**config.mk**
```make
export PLATFORM = sky130hd
export DESIGN_NAME = sll_multicycle
export DESIGN_NICKNAME = d
export VERILOG_FILES = /design/src/rtl/sll_multicycle.sv
export SDC_FILE = /design/constraint.sdc
export NUM_CORES = 1
export LEC_CHECK = 0
export ABC_AREA = 1
export CORE_MARGIN = 2
export CORE_UTILIZATION = 45
export DETAILED_ROUTE_END_ITERATION = 10
export GPL_TIMING_DRIVEN = 0
export PLACE_DENSITY = 0.7
export SLEW_MARGIN = 20
export SYNTH_ARGS = -nofsm -noshare
export SYNTH_HDL_FRONTEND = slang
export SYNTH_SLANG_ARGS = --single-unit
export TNS_END_PERCENT = 50
```
**constraint.sdc**
```tcl
create_clock -name clk -period 5.1 [get_ports clk]
set_clock_uncertainty 0.1 [all_clocks]
set_input_delay 1.02 -clock clk [delete_from_list [all_inputs] [get_ports clk]]
set_output_delay 1.02 -clock clk [all_outputs]
set_load 0.05 [all_outputs]
```
**src/rtl/sll_multicycle.sv**
```systemverilog
// Iterative logical-left shifter: one bit per clock, zero fill, one-cycle done pulse.
// Latency from accepted start to done is shamt+1 cycles; back-to-back starts are taken from DONE.
module sll_multicycle #(
  parameter int WIDTH = 32,
  parameter int SHW   = 5
) (
  input  logic             clk,
  input  logic             reset,
  input  logic             start,
  input  logic [WIDTH-1:0] rt,
  input  logic [SHW-1:0]   shamt,
  output logic [WIDTH-1:0] rd,
  output logic             busy,
  output logic             done
);

  localparam logic [1:0] IDLE  = 2'd0;
  localparam logic [1:0] SHIFT = 2'd1;
  localparam logic [1:0] DONE  = 2'd2;

  localparam logic [SHW-1:0] CNT_ONE = {{(SHW-1){1'b0}}, 1'b1};

  logic [1:0]       state_reg;
  logic [WIDTH-1:0] sreg_reg;
  logic [SHW-1:0]   cnt_reg;
  logic [WIDTH-1:0] rd_reg;

  always_ff @(posedge clk or posedge reset) begin
    if (reset) begin
      state_reg <= IDLE;
      sreg_reg  <= '0;
      cnt_reg   <= '0;
      rd_reg    <= '0;
    end else begin
      case (state_reg)
        IDLE: begin
          if (start) begin
            sreg_reg  <= rt;
            cnt_reg   <= shamt;
            state_reg <= SHIFT;
          end
        end
        SHIFT: begin
          // cnt counts remaining shifts; the zero-count cycle publishes the result
          if (cnt_reg == '0) begin
            rd_reg    <= sreg_reg;
            state_reg <= DONE;
          end else begin
            sreg_reg <= {sreg_reg[WIDTH-2:0], 1'b0};
            cnt_reg  <= cnt_reg - CNT_ONE;
          end
        end
        DONE: begin
          if (start) begin
            sreg_reg  <= rt;
            cnt_reg   <= shamt;
            state_reg <= SHIFT;
          end else begin
            state_reg <= IDLE;
          end
        end
        default: state_reg <= IDLE;
      endcase
    end
  end

  // Status decoded straight from state so reset clears it without a clock edge
  assign busy = (state_reg == SHIFT);
  assign done = (state_reg == DONE);
  assign rd   = rd_reg;

endmodule
```
==> metrics.csv <==
metric,value,unit
die_height,88.1,um
leakagePower,1.97,nW
root_buffer,clkbuf_8,
r2r-start,cnt_reg[0],
power.density,707,nW/um2
routed_wl,7180,um
insertion_delay,0.34,ns
grt_max_degree,49,
place_ws,2.44,ns
crit_arrival,1.93,ns
worst_pin_slew,0.502,ns
fin_ws,2.05,ns
clock_tree.buffer_depth,2,
wl_per_cell,13.0,um
dr.pass1.iters,4,
hold_path.class,flip-flop to flip-flop,
cp-start-kind,flip-flop,
status,"finished, final reports clean",
fin_crit_sh,59.8,%
maxCapViolCount,0,
port_buffers,73,
grt_pass1_wl,11900,um
start_util,46.6,%
synth-seq-cells,71,
layout.cells.non_filler,552,
min_from,rd[28],
whs_path_depth,2,
setup_viol,0,
syn_inst,366,
rsz0062_at_grt,false,
drc,0,
final_area,4240,um2
yosys_warnings,0,
place_area,4060,um2
reg2reg_to,sreg_reg[11],
max_freq,328,MHz
holdPathEnd,rd[28],
cts-resized-gates,0,
yosys.area.top_type_share,55.9,%
n_antenna_cell,0,
crit_type,flip-flop to output pin,
cts-buffers-inserted,9,
period_minus_slack,3.05,ns
core,6830,um2
cts_sinks,71,
dieArea,7760,um2
tns,0,ns
vdd_drop_max,0.318,mV
postRouteAntennaNets,0,
cp_max_fo,7,
layout.nets,492,
vias_per_cell,4.87,
place_congestion,0.778,
drt_iter0_drc,116,
placed_cells,536,
reg2reg_depth,8,
syn_nets,407,
rows,30,
num_vias,2690,
htreeDepth,3,
ios,74,
dieWidth,88.1,um
dp.final_hpwl,5040,um
synth.distinct_cells,20,
yosysSeqAreaShare,55.9,%
ys_top_cells_by_area,"dfrtp_1 56%, nand2_1 13%, o21ai_0 10%",
grt_pass1_vias,2532,
synth_largest_area_cell,dfrtp_1,
maxSlewHeadroom,66.4,%
clk_pin_slew_worst_paths,0.07,ns
track_usage,20.0,%
regToRegSetupSlack,3.35,ns
hold_buffers,0,
syn2layout_area_growth,33.2,%
antenna_found_initial,0,
hold_viol_final,0,
post-route-util,62.0,%
crit_path_end_kind,output pin,
syn-cell-area,3180,um2
drive_gt1_share,12.1,%
post_cts_buffers,0,
worst_ep_required_time,3.98,ns
cts_tree,yes,
slew_violations,0,
grt.overflow.total,0,
avgSynthCellArea,8.69,um2
-- cell type report --
| class | count | area, um2 |
|---|---|---|
| plain buffers | 21 | 139 |
| clock buffers | 13 | 159 |
| clock inverters | 3 | 17.5 |
| fillers | 620 | 2590 |
| inverters | 42 | 160 |
| multi-input cells | 232 | 1110 |
| flip-flops and latches | 71 | 1780 |
| well taps | 96 | 120 |
| repair buffers | 74 | 758 |
-- cells in the mapped netlist --
library cell    n
o21ai_0        66
buf_4           1
or2_2           2
nor2_4          1
o21ai_2        15
nand2_4         1
dfrtp_1        71
inv_2           1
nor2_1          4
buf_2           9
nand2_1       110
inv_1          41
o21ai_1        18
buf_6           6
clkbuf_1        5
nand3_1        11
nand2_2         1
nand4_2         1
nor2_2          1
ha_1            1
-- where the power goes --
part           switching [W]  total (W)  leakage, nW  internal, W
combinational        0.00111    0.00165        0.984     0.000544
sequential          0.000119   0.000943        0.895     0.000824
clock               0.000200   0.000402       0.0894     0.000202
total                0.00143    0.00300         1.97      0.00157
-- layout by cell type (no fill, tap or decap) --
master           count
inv_4                1
clkinv_2             2
nand3_1             11
nand2_2              1
nand2_4              1
buf_6                6
inv_1               40
inv_2                1
clkdlybuf4s50_1     73
nor2_2               1
dfrtp_1             71
clkinvlp_4           1
o21ai_2             15
buf_16               1
buf_2                9
o21ai_1             18
clkbuf_8            11
nand4_2              1
nor2_4               1
ha_1                 1
clkbuf_1             7
nor2_1               4
buf_4                1
nand2_1            110
or2_2                2
o21ai_0             66
-- how the worst max path moves through the flow --
| stage | startpoint | end | slack [ns] | cells after the start |
|---|---|---|---|---|
| 3_5_place_dp | state_reg[0] | busy | 2.44 | 3 |
| 6_report | state_reg[0] | busy | 2.05 | 3 |
| 5_1_grt | state_reg[0] | busy | 1.97 | 3 |
| 4_1_cts | state_reg[0] | busy | 2.05 | 3 |
| 2_1_floorplan | reset | cnt_reg[0] | 2.18 | 1 |
| 3_3_place_gp | reset | rd[2] | 1.01 | 2 |
-- worst max-delay path: stages, from the launching register on --
cell,delay [ns]
dfrtp_1,0.47
inv_2,0.14
nor2_4,0.15
clkdlybuf4s50_1,0.82
-- per-stage QoR --
step,total power [W],hold WS [ns]
floorplan,0.00210,0.376
global placement,0.00257,0.364
detailed placement,0.00261,0.368
CTS,0.00301,0.385
global route,0.00322,0.405
finish,0.00300,0.379
-- cell families after synthesis --
kind of cell               Yosys count  share of synthesized area [%]
buffers and inverters               63                           9.32
and+or+nand+nor                    132                           17.1
DFF                                 71                           55.9
AOI/OAI and AO/OA                   99                           17.3
adders and majority gates            1                          0.393
-- metal layers --
| layer | global-route usage, % | wire, um | vias to the layer above |
|---|---|---|---|
| met1 | 28.3 | 3370 | 1265 |
| met2 | 31.1 | 3400 | 71 |
| met4 | 7.99 | 121 | 0 |
| li1 | - | - | 1343 |
| met3 | 3.02 | 294 | 11 |
| met5 | 0 | 0 | - |
No activity file was read; power rests on OpenSTA's default activity.
